<file path="config.mk">
export PLATFORM = sky130hd
export DESIGN_NAME = adder_share_arb_flat
export DESIGN_NICKNAME = d
export VERILOG_FILES = /design/src/rtl/adder_share_arb_if.sv /design/src/rtl/adder_share_arb.sv /design/src/flat_wrapper.sv
export SDC_FILE = /design/constraint.sdc
export NUM_CORES = 1
export LEC_CHECK = 0
export ABC_AREA = 1
export BUFFER_PORTS_ARGS = -buffer_cell sky130_fd_sc_hd__buf_2
export CORE_UTILIZATION = 50
export CTS_CLUSTER_DIAMETER = 150
export DETAILED_ROUTE_END_ITERATION = 10
export PLACE_DENSITY = 0.91
export SLEW_MARGIN = 25
export SYNTH_ARGS = -nofsm -noshare
export SYNTH_HDL_FRONTEND = slang
export SYNTH_SLANG_ARGS = --single-unit
</file>
<file path="constraint.sdc">
create_clock -name clk -period 6.1 [get_ports clk]
set_input_delay 0.61 -clock clk [delete_from_list [all_inputs] [get_ports clk]]
set_output_delay 0.61 -clock clk [all_outputs]
set_load 0.02 [all_outputs]
</file>
<file path="src/rtl/adder_share_arb_if.sv">
// Requester and adder-side bundle for adder_share_arb.
// slave is the arbiter's view; master is the requesters plus the adder.
interface adder_share_arb_if #(
    parameter int unsigned DATA_W = 16,
    parameter int unsigned N_REQ  = 4
);
    logic [N_REQ*DATA_W-1:0] req_a;
    logic [N_REQ*DATA_W-1:0] req_b;
    logic [N_REQ-1:0]        req_valid;
    logic [N_REQ-1:0]        req_ready;
    logic [DATA_W-1:0]       add_a;
    logic [DATA_W-1:0]       add_b;
    logic                    add_valid;
    logic                    add_ready;
    logic [DATA_W:0]         add_res;
    logic                    add_res_valid;
    logic [DATA_W:0]         rsp_data;
    logic [N_REQ-1:0]        rsp_valid;

    modport slave (
        input  req_a, req_b, req_valid, add_ready, add_res, add_res_valid,
        output req_ready, add_a, add_b, add_valid, rsp_data, rsp_valid
    );

    modport master (
        output req_a, req_b, req_valid, add_ready, add_res, add_res_valid,
        input  req_ready, add_a, add_b, add_valid, rsp_data, rsp_valid
    );
endinterface

</file>
<file path="src/rtl/adder_share_arb.sv">
// Round-robin sharing of one adder among N_REQ requesters; a tag FIFO of issuer
// indices routes the in-order adder results back to their requesters.
module adder_share_arb #(
    parameter int unsigned DATA_W    = 16,
    parameter int unsigned N_REQ     = 4,
    parameter int unsigned TAG_DEPTH = 8
) (
    input  logic                         clk,
    input  logic                         rst_n,
    adder_share_arb_if.slave             bus,
    output logic [$clog2(TAG_DEPTH):0]   outstanding_o,
    output logic                         err_orphan_o
);

    localparam int unsigned IdxW = $clog2(N_REQ);
    localparam int unsigned SumW = IdxW + 1;
    localparam int unsigned PtrW = $clog2(TAG_DEPTH);
    localparam int unsigned CntW = PtrW + 1;

    logic [DATA_W-1:0] req_a_arr [N_REQ];
    logic [DATA_W-1:0] req_b_arr [N_REQ];

    for (genvar i = 0; i < N_REQ; i++) begin : g_unpack
        assign req_a_arr[i] = bus.req_a[i*DATA_W +: DATA_W];
        assign req_b_arr[i] = bus.req_b[i*DATA_W +: DATA_W];
    end

    logic [IdxW-1:0]   rr_q, rr_d;
    logic              add_valid_q, add_valid_d;
    logic [DATA_W-1:0] add_a_q, add_a_d;
    logic [DATA_W-1:0] add_b_q, add_b_d;
    logic [IdxW-1:0]   add_tag_q, add_tag_d;
    logic [CntW-1:0]   wr_ptr_q, wr_ptr_d;
    logic [CntW-1:0]   rd_ptr_q, rd_ptr_d;
    logic [CntW-1:0]   outstanding_q, outstanding_d;
    logic [N_REQ-1:0]  rsp_valid_q, rsp_valid_d;
    logic [DATA_W:0]   rsp_data_q, rsp_data_d;
    logic              err_orphan_q, err_orphan_d;
    logic [IdxW-1:0]   tag_mem [TAG_DEPTH];

    logic              grant_found;
    logic [IdxW-1:0]   grant_idx;
    logic [SumW-1:0]   scan_sum;
    logic              can_load;
    logic              load;
    logic [N_REQ-1:0]  req_ready;
    logic              fifo_empty;
    logic              push;
    logic              pop;
    logic              orphan;
    logic [IdxW-1:0]   tag_head;

    // Round-robin scan starting at rr_q, wrapping modulo N_REQ.
    always_comb begin
        grant_found = 1'b0;
        grant_idx   = '0;
        scan_sum    = '0;
        for (int unsigned k = 0; k < N_REQ; k++) begin
            scan_sum = {1'b0, rr_q} + SumW'(k);
            if (scan_sum >= SumW'(N_REQ)) begin
                scan_sum = scan_sum - SumW'(N_REQ);
            end
            if (!grant_found && bus.req_valid[scan_sum[IdxW-1:0]]) begin
                grant_found = 1'b1;
                grant_idx   = scan_sum[IdxW-1:0];
            end
        end
    end

    // rst_n gates the combinational grant so req_ready reads 0 while in reset.
    assign can_load = (!add_valid_q || bus.add_ready) && (outstanding_q < CntW'(TAG_DEPTH));
    assign load     = rst_n && can_load && grant_found;

    always_comb begin
        req_ready = '0;
        if (load) begin
            req_ready[grant_idx] = 1'b1;
        end
    end

    assign fifo_empty = (wr_ptr_q == rd_ptr_q);
    assign push       = add_valid_q && bus.add_ready;
    assign pop        = bus.add_res_valid && !fifo_empty;
    assign orphan     = bus.add_res_valid && fifo_empty;
    assign tag_head   = tag_mem[rd_ptr_q[PtrW-1:0]];

    always_comb begin
        rr_d        = rr_q;
        add_valid_d = add_valid_q;
        add_a_d     = add_a_q;
        add_b_d     = add_b_q;
        add_tag_d   = add_tag_q;
        if (load) begin
            rr_d        = (grant_idx == IdxW'(N_REQ - 1)) ? '0 : grant_idx + IdxW'(1);
            add_valid_d = 1'b1;
            add_a_d     = req_a_arr[grant_idx];
            add_b_d     = req_b_arr[grant_idx];
            add_tag_d   = grant_idx;
        end else if (bus.add_ready) begin
            add_valid_d = 1'b0;
        end
    end

    always_comb begin
        wr_ptr_d      = wr_ptr_q + CntW'(push);
        rd_ptr_d      = rd_ptr_q + CntW'(pop);
        outstanding_d = outstanding_q + CntW'(load) - CntW'(pop);
        rsp_valid_d   = '0;
        rsp_data_d    = rsp_data_q;
        err_orphan_d  = err_orphan_q | orphan;
        if (pop) begin
            rsp_valid_d[tag_head] = 1'b1;
            rsp_data_d            = bus.add_res;
        end
    end

    always_ff @(posedge clk or negedge rst_n) begin
        if (!rst_n) begin
            rr_q          <= '0;
            add_valid_q   <= 1'b0;
            add_a_q       <= '0;
            add_b_q       <= '0;
            add_tag_q     <= '0;
            wr_ptr_q      <= '0;
            rd_ptr_q      <= '0;
            outstanding_q <= '0;
            rsp_valid_q   <= '0;
            rsp_data_q    <= '0;
            err_orphan_q  <= 1'b0;
        end else begin
            rr_q          <= rr_d;
            add_valid_q   <= add_valid_d;
            add_a_q       <= add_a_d;
            add_b_q       <= add_b_d;
            add_tag_q     <= add_tag_d;
            wr_ptr_q      <= wr_ptr_d;
            rd_ptr_q      <= rd_ptr_d;
            outstanding_q <= outstanding_d;
            rsp_valid_q   <= rsp_valid_d;
            rsp_data_q    <= rsp_data_d;
            err_orphan_q  <= err_orphan_d;
        end
    end

    // Entries are only read while the pointers say they are occupied.
    always_ff @(posedge clk) begin
        if (push) begin
            tag_mem[wr_ptr_q[PtrW-1:0]] <= add_tag_q;
        end
    end

    assign bus.req_ready = req_ready;
    assign bus.add_a     = add_a_q;
    assign bus.add_b     = add_b_q;
    assign bus.add_valid = add_valid_q;
    assign bus.rsp_valid = rsp_valid_q;
    assign bus.rsp_data  = rsp_data_q;
    assign outstanding_o = outstanding_q;
    assign err_orphan_o  = err_orphan_q;

endmodule
</file>
<file path="src/flat_wrapper.sv">
// flat-port wrapper written by rule: the top's interface ports become plain ports
module adder_share_arb_flat 
#(
    parameter int unsigned DATA_W    = 16,
    parameter int unsigned N_REQ     = 4,
    parameter int unsigned TAG_DEPTH = 8
)
  (clk, rst_n, outstanding_o, err_orphan_o, bus_req_a, bus_req_b, bus_req_valid, bus_add_ready, bus_add_res, bus_add_res_valid, bus_req_ready, bus_add_a, bus_add_b, bus_add_valid, bus_rsp_data, bus_rsp_valid);
  adder_share_arb_if #(.DATA_W(DATA_W), .N_REQ(N_REQ)) bus_i ();
  input  logic clk;
  input  logic rst_n;
  output logic [$clog2(TAG_DEPTH):0] outstanding_o;
  output logic err_orphan_o;
  input wire logic [$bits(bus_i.req_a)-1:0] bus_req_a;
  input wire logic [$bits(bus_i.req_b)-1:0] bus_req_b;
  input wire logic [$bits(bus_i.req_valid)-1:0] bus_req_valid;
  input wire logic [$bits(bus_i.add_ready)-1:0] bus_add_ready;
  input wire logic [$bits(bus_i.add_res)-1:0] bus_add_res;
  input wire logic [$bits(bus_i.add_res_valid)-1:0] bus_add_res_valid;
  output wire logic [$bits(bus_i.req_ready)-1:0] bus_req_ready;
  output wire logic [$bits(bus_i.add_a)-1:0] bus_add_a;
  output wire logic [$bits(bus_i.add_b)-1:0] bus_add_b;
  output wire logic [$bits(bus_i.add_valid)-1:0] bus_add_valid;
  output wire logic [$bits(bus_i.rsp_data)-1:0] bus_rsp_data;
  output wire logic [$bits(bus_i.rsp_valid)-1:0] bus_rsp_valid;
  assign bus_i.req_a = bus_req_a;
  assign bus_i.req_b = bus_req_b;
  assign bus_i.req_valid = bus_req_valid;
  assign bus_i.add_ready = bus_add_ready;
  assign bus_i.add_res = bus_add_res;
  assign bus_i.add_res_valid = bus_add_res_valid;
  assign bus_req_ready = bus_i.req_ready;
  assign bus_add_a = bus_i.add_a;
  assign bus_add_b = bus_i.add_b;
  assign bus_add_valid = bus_i.add_valid;
  assign bus_rsp_data = bus_i.rsp_data;
  assign bus_rsp_valid = bus_i.rsp_valid;
  adder_share_arb #(.DATA_W(DATA_W), .N_REQ(N_REQ), .TAG_DEPTH(TAG_DEPTH)) u_core (.clk(clk), .rst_n(rst_n), .bus(bus_i), .outstanding_o(outstanding_o), .err_orphan_o(err_orphan_o));
endmodule
</file>
Yosys cells after proc, flatten, opt, wreduce, memory -nomap -nowiden
Memories as Yosys holds them, arrays and structs flattened. Cells that the tools add are included.

Register bits: 71. Bits in writable memories: 16. Bits of input ports: 153. Output and inout port bits: 63. Word-level logic and storage cells: 97. Memories: 1.

Add/subtract/negate cells: 12. Order comparisons: 14. Equal/unequal tests: 2. Muxes and demuxes: 37. Bitwise operators: 2. Reductions and logical operators: 18.

Memory list: u_core.tag_mem (depth 8, width 2, rd ports 1, clocked after memory_dff 0, write ports 1, line adder_share_arb.sv:39) `logic [IdxW-1:0] tag_mem [TAG_DEPTH];`.

Operators with widths (number): 16-bit binary-select mux with 2-bit select (2); 16-bit 2-to-1 mux (4); 2-bit by 3-bit < comparator with 1-bit output (second input constant) (6); 2-bit 2-to-1 mux (9); 1-bit 2-to-1 mux (14); 4-bit by 1-bit adder with 4-bit output (3); 3-bit >= comparator (second input constant) (4); 1-bit logical AND (11); 1-bit binary-select mux with 2-bit select (4); 4-bit 2-to-1 mux (2); 2-bit by 1-bit subtractor with 2-bit output (second input constant) (4); 2-bit by 2-bit adder with 3-bit output (second input constant) (2); 1-bit logical NOT (5); 1-bit demux with 2-bit select (2); 4-bit == test (1); 2-bit by 1-bit >= comparator with 1-bit output (second input constant) (2); 4-bit < comparator (second input constant) (1); 4-bit by 1-bit subtractor with 4-bit output (1); 2-bit by 1-bit adder with 3-bit output (second input constant) (1); 2-bit by 3-bit >= comparator with 1-bit output (second input constant) (1); 2-bit inverter with 3-bit output (1); 2-bit by 1-bit adder with 2-bit output (second input constant) (1); 2-bit == test (second input constant) (1); 2-bit nonzero test (1); 2 further kinds (2).

Logic depth before layout (Yosys ltp)
Gate-level depths: netlist (run 1).

Depth after elaboration: 19. Gate-level depth with buffers: 15. Depth with buffers taken out: 14.

Least setup slack after synthesis (run 1)
Ideal clock, no wire load.

Kind: input port to output port. Start point: in bus_req_valid[3]. End point: out bus_req_ready[3]. Data arrival time: 2.084 ns. Data required time: 5.490 ns. Setup slack: 3.406 ns. Stages: 13. Path buffers: 1. Path through: inv_1 > nand2_2 > nand3_1 > nand2_2 > nor2_4 > nand3_2 > nand2_4 > nand2_4 > inv_2 > buf_4 > ha_1 > inv_1 > nor2_1.

Cells in the longest elaborated chain, start to end: 17. Elaborated cells between the ends (all ways): 29. Those cells by class: order compare (2); mux (19); reduce/logical (8).

Ends and longest elaborated chain: start: declaration (line flat_wrapper.sv:16) `input wire logic [$bits(bus_i.req_valid)-1:0] bus_req_valid;`; 1-bit binary-select mux with 2-bit select (line adder_share_arb.sv:63) `if (!grant_found && bus.req_valid[scan_sum[IdxW-1:0]]) begin`; 1-bit 2-to-1 mux (implied by the code) (line adder_share_arb.sv:63); 1-bit 2-to-1 mux (line adder_share_arb.sv:63); 1-bit logical NOT (line adder_share_arb.sv:63); 1-bit logical AND (line adder_share_arb.sv:63); 1-bit 2-to-1 mux (line adder_share_arb.sv:63); 1-bit logical NOT (line adder_share_arb.sv:63); 1-bit logical AND (line adder_share_arb.sv:63); [2 not listed]; 1-bit logical AND (line adder_share_arb.sv:63); 2-bit 2-to-1 mux (*) (line adder_share_arb.sv:63); net u_core.grant_idx[0] (line adder_share_arb.sv:42) `logic [IdxW-1:0] grant_idx;`; 2-bit by 3-bit < comparator with 1-bit output (implied by the code) or 2-bit by 1-bit >= comparator with 1-bit output (tied branches) (line adder_share_arb.sv:77) `req_ready[grant_idx] = 1'b1;`; 1-bit logical AND (implied by the code) (line adder_share_arb.sv:77); 1-bit 2-to-1 mux (implied by the code) (line adder_share_arb.sv:77); 1-bit demux with 2-bit select (*); 4-bit 2-to-1 mux (*) (line adder_share_arb.sv:76) `if (load) begin`; end: declaration (line flat_wrapper.sv:20) `output wire logic [$bits(bus_i.req_ready)-1:0] bus_req_ready;`.

The timed path passes the listed nets; every way through them passes the cells marked *. The select of a mux whose other input is x is not followed.

Worst setup path in the final report (run 1)
Start point: reg u_core.rr_q[0]. End point: out bus_req_ready[3].

Cells in the longest elaborated chain, start to end: 19. Elaborated cells between the ends (all ways): 44. Those cells by class: add/sub (7); order compare (6); mux (23); reduce/logical (8).

Ends and longest elaborated chain: start: declaration (line adder_share_arb.sv:28) `logic [IdxW-1:0] rr_q, rr_d;`; start signal: assignment (line adder_share_arb.sv:131) `rr_q <= rr_d;`; branches (longest 18 deep; another with 2-bit by 1-bit adder with 3-bit output); 4-bit 2-to-1 mux (*) (line adder_share_arb.sv:76).

Mark *: on every way between the ends. The select of a mux whose other input is x is not followed.

==> impl_metrics.env, run 1 <==
export IMPL_slew_headroom=0.415
export IMPL_max_clock_freq_mhz=240
export IMPL_place_gp_congestion=0.897
export IMPL_hold_path_class="input pin to async pin"
export IMPL_synth_seq_cells=87
export IMPL_synth_top_family_by_area="simple AND/OR/NAND/NOR gates"
export IMPL_cp_slowest_cell="dfrtp_1"
export IMPL_drive_gt1_frac=0.278
export IMPL_start_util=0.521
export IMPL_hold_buffers=0
export IMPL_grt_util_all_layers=0.243
export IMPL_final_nets=1064
export IMPL_synth_xor_area_share=0.0186
export IMPL_worst_slew_pin_slew_ns=0.877
export IMPL_synth_top_area_share=0.344
export IMPL_synth_top_area_cell="dfrtp_1"
export IMPL_worstPathRequired_ns=5.49
export IMPL_grt_max_degree=93
export IMPL_cts_tree="done"
export IMPL_grt_pass1_wl_um=21300
export IMPL_h_tree_depth=3
export IMPL_power_density_mw_per_mm2=559
export IMPL_final_setup_tns_ns=0
export IMPL_critPathBufInv=4
export IMPL_skew_ns=0.0128
export IMPL_post_synth_inst_count=702
export IMPL_die_area_sq_mm=0.0107
export IMPL_numCtsBuffers=9
export IMPL_placementRows=36
export IMPL_critPathKind="flop to output port"
export IMPL_syn_area_sq_mm=0.00517
export IMPL_rsz0062_at_grt="no"
export IMPL_setup_ws_ns=1.93
export IMPL_place_inst=1020
export IMPL_end_kind="output port"
export IMPL_synth_edf_count=16
export IMPL_avgSynthCellArea_sq_um=7.36
export IMPL_numClockSinks=87
export IMPL_synth_top_cells_by_area="dfrtp_1, nand2_1, edfxtp_1"
export IMPL_slowest_delay_ns=0.59
export IMPL_routed_via_density=4.88
export IMPL_drt_iter0_drc=304
export IMPL_synth_simple_gate_area_frac=0.376
export IMPL_power_leakage_nw=3.74
export IMPL_area_growth_pct=24.6
export IMPL_timing_critical_path_fanout_max=92
export IMPL_die_w_um=104
export IMPL_dieHeight_um=104
export IMPL_synthDistinctLibCells=34
export IMPL_ir_worst_vdd_mv=0.319
export IMPL_place_port_buffers=215
export IMPL_overflow=0
export IMPL_cap_violations=0
export IMPL_synth_compound_area_frac=0.0216
export IMPL_antenna_found_initial=0
export IMPL_synthFlopType="dfrtp_1"
export IMPL_root_buffer="clkbuf_8"
export IMPL_post_cts_resized=0
export IMPL_num_io_pins=216
export IMPL_drt_first_pass_iters=5
export IMPL_async_reset_ff_frac=0.816
export IMPL_muxShareOfSynthArea=0
export IMPL_routed_wl_um=12800
export IMPL_period_needed_ns=4.17
export IMPL_drv_slew=0
export IMPL_route_detailed_drc=0
export IMPL_syn_nets=868
export IMPL_yosysSeqAreaShare=0.437
export IMPL_design_core_area_sq_mm=0.00991
export IMPL_status="complete, no violations"
export IMPL_cp_start_kind="flop"
export IMPL_final_cell_count_no_fill=1036
export IMPL_path_delay_family="simple AND/OR/NAND/NOR gates"
export IMPL_setup_viol=0
export IMPL_clock_latency_ns=0.36
export IMPL_cp_cell_sequence="inv_2, nand2_1, nand3_1, nand2_2, nor2_1, nor2_1, nand2_4, nand2_4, inv_2, ha_1, inv_1, nor2_1, buf_2"
export IMPL_postCtsSetupRepairBufs=0
export IMPL_post_drt_wl_per_cell_um=12.3
export IMPL_hold_slack_ns=0.347
export IMPL_yosys_top_cells_count="nand2_1, inv_1, nand3_1"
export IMPL_yosysWarnings=0
export IMPL_grt_pass1_vias=4837
export IMPL_post_route_period_util=0.683
export IMPL_clk_pin_slew_ns=0.09
export IMPL_crit_top_cell="nor2_1"
export IMPL_clockBufferDepth=2
export IMPL_post_place_ws_ns=2.28
export IMPL_hold_viol=0
export IMPL_synthAdderAreaFrac=0.0329
export IMPL_drtAntennaViolNets=0
export IMPL_dpl_hpwl_um=9500
export IMPL_yosysMostFrequentCell="nand2_1"
export IMPL_cp_arrival_ns=3.56
export IMPL_via_count=5057
export IMPL_diodes=0
[cells by family (layout without fill, tap and decap cells)]
family	count (synthesis)	in the layout
fa+ha+maj	13	13
xor+xnor	11	11
flops	87	87
compound gates	18	18
buf+inv	134	335
simple gates	439	439
[worst register-to-register path: stages (launching register included)]
cell and delay (ns):
dfrtp_1 0.59, inv_2 0.16, nand2_1 0.10, nand2_2 0.09, nand2_2 0.09, nand2_2 0.07, nor2_4 0.12, nand3b_1 0.11
nand2_2 0.63, inv_1 0.46, ha_1 0.34, inv_1 0.07, fa_1 0.40, inv_1 0.06
[layer usage]
| layer | global-route usage | vias to the layer above | part of all wire |
|---|---|---|---|
| li1 | - | 2540 | - |
| met1 | 0.275 | 2321 | 0.39 |
| met2 | 0.455 | 178 | 0.53 |
| met3 | 0.0522 | 18 | 0.061 |
| met4 | 0.0755 | 0 | 0.014 |
| met5 | 0 | - | 0 |
[final timing paths]
path | start | end | slack, ns | cells past startpoint
max | u_core.rr_q[0] | bus_req_ready[3] | 1.93 | 13
min | rst_n | u_core.bus.rsp_valid[0] | 0.35 | 1
min reg2reg | u_core.bus.rsp_data[1] | u_core.bus.rsp_data[1] | 0.48 | 2
min in group clk | bus_add_res[15] | u_core.bus.rsp_data[15] | 0.44 | 3
max in group asynchronous | rst_n | u_core.bus.add_a[7] | 5.15 | 1
max reg2reg | u_core.rr_q[0] | u_core.outstanding_o[1] | 2.76 | 13
[layout make-up]
| cell class | instances | area [sq um] |
|---|---|---|
| inverter | 104 | 390 |
| tap | 133 | 166 |
| fill | 871 | 3470 |
| multi-input combinational | 481 | 2320 |
| clock buffer | 9 | 124 |
| sequential | 87 | 2260 |
| clock inverter | 7 | 98.8 |
| timing repair buffer | 215 | 1080 |
[cells in the final DEF, fill, tap and decap left out, types with 9 or more instances in the layout]
cell type / count
nand3b_1: 9
ha_1: 12
or2_0: 20
clkbuf_8: 9
nand2_2: 9
dfrtp_1: 71
nand3_1: 92
nor2_1: 33
buf_2: 214
edfxtp_1: 16
nand2_1: 262
inv_1: 100
[stage by stage]
step,util,instance area (sq um),power [mW]
floorplan,-,5170,2.71
global placement,0.627,6210,3.09
detailed placement,0.627,6210,3.16
CTS,0.649,6440,3.62
global route,0.649,6440,3.94
finish,0.649,6440,3.60
[flip-flops by register name (all words and copies together), names as in the netlist]
| register | flops |
|---|---|
| u_core.bus.add_a | 16 |
| u_core.rd_ptr_q | 4 |
| u_core.add_tag_q | 2 |
| u_core.wr_ptr_q | 4 |
| u_core.rr_q | 2 |
| u_core.err_orphan_o | 1 |
| u_core.bus.add_b | 16 |
| u_core.bus.rsp_data | 17 |
| u_core.outstanding_o | 4 |
| u_core.bus.rsp_valid | 4 |
| u_core.bus.add_valid | 1 |
| u_core.tag_mem | 16 |
[power by group]
| group | switching, mW | internal (mW) | leakage (nW) |
|---|---|---|---|
| logic | 1.41 | 0.698 | 2.61 |
| clock network | 0.222 | 0.236 | 0.115 |
| registers | 0.188 | 0.841 | 1.01 |
| total | 1.82 | 1.77 | 3.74 |
(Power assumes the default switching activity.)
==> run 2: changes to the inputs <==
--- a/config.mk
+++ b/config.mk
@@ -7,10 +7,10 @@
 export LEC_CHECK = 0
 export ABC_AREA = 1
 export BUFFER_PORTS_ARGS = -buffer_cell sky130_fd_sc_hd__buf_2
-export CORE_UTILIZATION = 50
+export CORE_UTILIZATION = 44
 export CTS_CLUSTER_DIAMETER = 150
 export DETAILED_ROUTE_END_ITERATION = 10
-export PLACE_DENSITY = 0.91
+export PLACE_DENSITY = 0.85
 export SLEW_MARGIN = 25
 export SYNTH_ARGS = -nofsm -noshare
 export SYNTH_HDL_FRONTEND = slang
==> constraint.sdc (replaced) <==
create_clock -name clk -period 3.5 [get_ports clk]
set_input_delay 0.35 -clock clk [delete_from_list [all_inputs] [get_ports clk]]
set_output_delay 0.35 -clock clk [all_outputs]
set_load 0.02 [all_outputs]
==> run 2 against run 1 <==
Effect of this change:
- sequential power is 74% higher
- wire length is 3.4% lower
- register-to-register slack worse by 2.1 ns
- clock power is 100% higher
- critical endpoint unchanged
- largest cell class unchanged
==> impl_metrics.env, run 2 (synthesis gave the netlist of run 1 again) <==
export IMPL_status="complete, no violations"
export IMPL_worst_slew_pin_slew_ns=0.883
export IMPL_place_port_buffers=215
export IMPL_drive_gt1_frac=0.279
export IMPL_diodes=0
export IMPL_grt_max_degree=87
export IMPL_end_kind="output port"
export IMPL_max_clock_freq_mhz=310
export IMPL_final_setup_tns_ns=0
export IMPL_skew_ns=0.00759
export IMPL_cap_violations=0
export IMPL_die_area_sq_mm=0.0122
export IMPL_die_w_um=110
export IMPL_grt_util_all_layers=0.210
export IMPL_slew_headroom=0.411
export IMPL_final_cell_count_no_fill=1050
export IMPL_grtUsageMet2=0.369
export IMPL_power_density_mw_per_mm2=977
export IMPL_fillCellCount=1097
export IMPL_area_growth_pct=26.7
export IMPL_post_place_ws_ns=0.664
export IMPL_final_nets=1068
export IMPL_ir_worst_vdd_mv=0.751
export IMPL_design_core_area_sq_mm=0.0114
export IMPL_place_gp_congestion=0.862
export IMPL_worstPathRequired_ns=3.15
export IMPL_drt_iter0_drc=229
export IMPL_grt_busiest_layer="met2"
export IMPL_timing_critical_path_fanout_max=26
export IMPL_final_core_util=0.573
export IMPL_post_route_period_util=0.922
export IMPL_numCtsBuffers=9
export IMPL_hold_slack_ns=0.204
export IMPL_drv_slew=0
export IMPL_power_leakage_nw=3.78
export IMPL_grt_pass1_wl_um=19800
export IMPL_dpl_hpwl_um=9230
export IMPL_post_cts_resized=0
export IMPL_drtAntennaViolNets=0
export IMPL_largest_reg_flops=17
export IMPL_cp_start_kind="flop"
export IMPL_antenna_found_initial=0
export IMPL_root_buffer="clkbuf_16"
export IMPL_place_inst=1034
export IMPL_postCtsSetupRepairBufs=0
export IMPL_placed_area_sq_mm=0.00626
export IMPL_grt_pass1_vias=4538
export IMPL_clockBufferDepth=2
export IMPL_setup_ws_ns=0.273
export IMPL_h_tree_depth=3
export IMPL_most_common_layout_cells="nand2_1, buf_2, inv_1"
export IMPL_clk_pin_slew_ns=0.06
export IMPL_clock_latency_ns=0.34
export IMPL_cp_arrival_ns=2.88
export IMPL_start_util=0.452
export IMPL_hold_path_class="input pin to async pin"
export IMPL_routed_via_density=4.72
export IMPL_post_drt_wl_per_cell_um=11.7
export IMPL_setup_viol=0
export IMPL_overflow=0
export IMPL_rsz0062_at_grt="no"
export IMPL_final_common_cell="nand2_1"
export IMPL_hold_buffers=0
export IMPL_placementRows=39
export IMPL_met1_usage=0.253
export IMPL_via_count=4954
export IMPL_drt_first_pass_iters=4
export IMPL_routed_wl_um=12300
export IMPL_p_total_mw=6.39
export IMPL_num_io_pins=216
export IMPL_dieHeight_um=110
export IMPL_gr_usage_met3=0.0459
export IMPL_numClockSinks=87
export IMPL_hold_viol=0
export IMPL_critPathKind="flop to output port"
export IMPL_route_detailed_drc=0
export IMPL_cts_tree="done"
export IMPL_period_needed_ns=3.23
export IMPL_finalInstanceArea_sq_mm=0.00654
## run 2: cell types whose count changed in the layout (fill, tap and decap cells not counted)
cell	previous run	this run
inv_6	3	0
clkinv_2	0	1
bufinv_16	2	0
clkbuf_16	0	10
buf_4	1	5
inv_4	2	0
clkbuf_8	9	0
clkinvlp_4	0	1
clkbuf_1	0	2
clkinv_4	0	2
## run 2: final cells by class
cell class	count	area (sq um)	area share
inverter	104	390	0.0597
tap	143	179	0.0273
sequential	87	2260	0.345
timing repair buffer	219	1110	0.169
clock buffer	12	258	0.0394
clock inverter	4	30.0	0.00459
multi-input combinational	481	2320	0.355
## run 2: worst paths after layout
kind / startpoint / end / slack (ns) / cells past startpoint
worst min-delay path: rst_n / u_core.bus.rsp_valid[1] / 0.20 / 2
worst max register to register: u_core.rr_q[0] / u_core.outstanding_o[2] / 0.68 / 11
worst max-delay path: u_core.rr_q[0] / bus_req_ready[3] / 0.27 / 13
worst min register to register: u_core.bus.add_b[10] / u_core.bus.add_b[10] / 0.47 / 2
max in group asynchronous: rst_n / u_core.bus.add_a[12] / 2.69 / 2
min in group clk: bus_add_res[8] / u_core.bus.rsp_data[8] / 0.21 / 3
## run 2: worst max-delay path, stage by stage (launching register included)
cell     delay, ns
dfrtp_1       0.52
inv_2         0.20
nand2_1       0.10
nand3_1       0.12
nand2_2       0.10
nor2_4        0.14
nand3_2       0.11
nand2_4       0.18
nand2_4       0.11
inv_2         0.38
ha_1          0.26
inv_1         0.04
nor2_1        0.10
buf_2         0.18
## run 2: report_power, final
| group | leakage [nW] | switching (mW) | total, mW | internal (mW) |
|---|---|---|---|---|
| registers | 1.01 | 0.319 | 1.79 | 1.47 |
| clock network | 0.138 | 0.394 | 0.920 | 0.526 |
| logic | 2.63 | 2.45 | 3.68 | 1.23 |
| total | 3.78 | 3.16 | 6.39 | 3.23 |
## run 2: routing by layer
| layer | share of wire | up-vias |
|---|---|---|
| met3 | 0.063 | 21 |
| met1 | 0.43 | 2222 |
| li1 | - | 2550 |
| met5 | 0 | - |
| met2 | 0.49 | 161 |
| met4 | 0.018 | 0 |
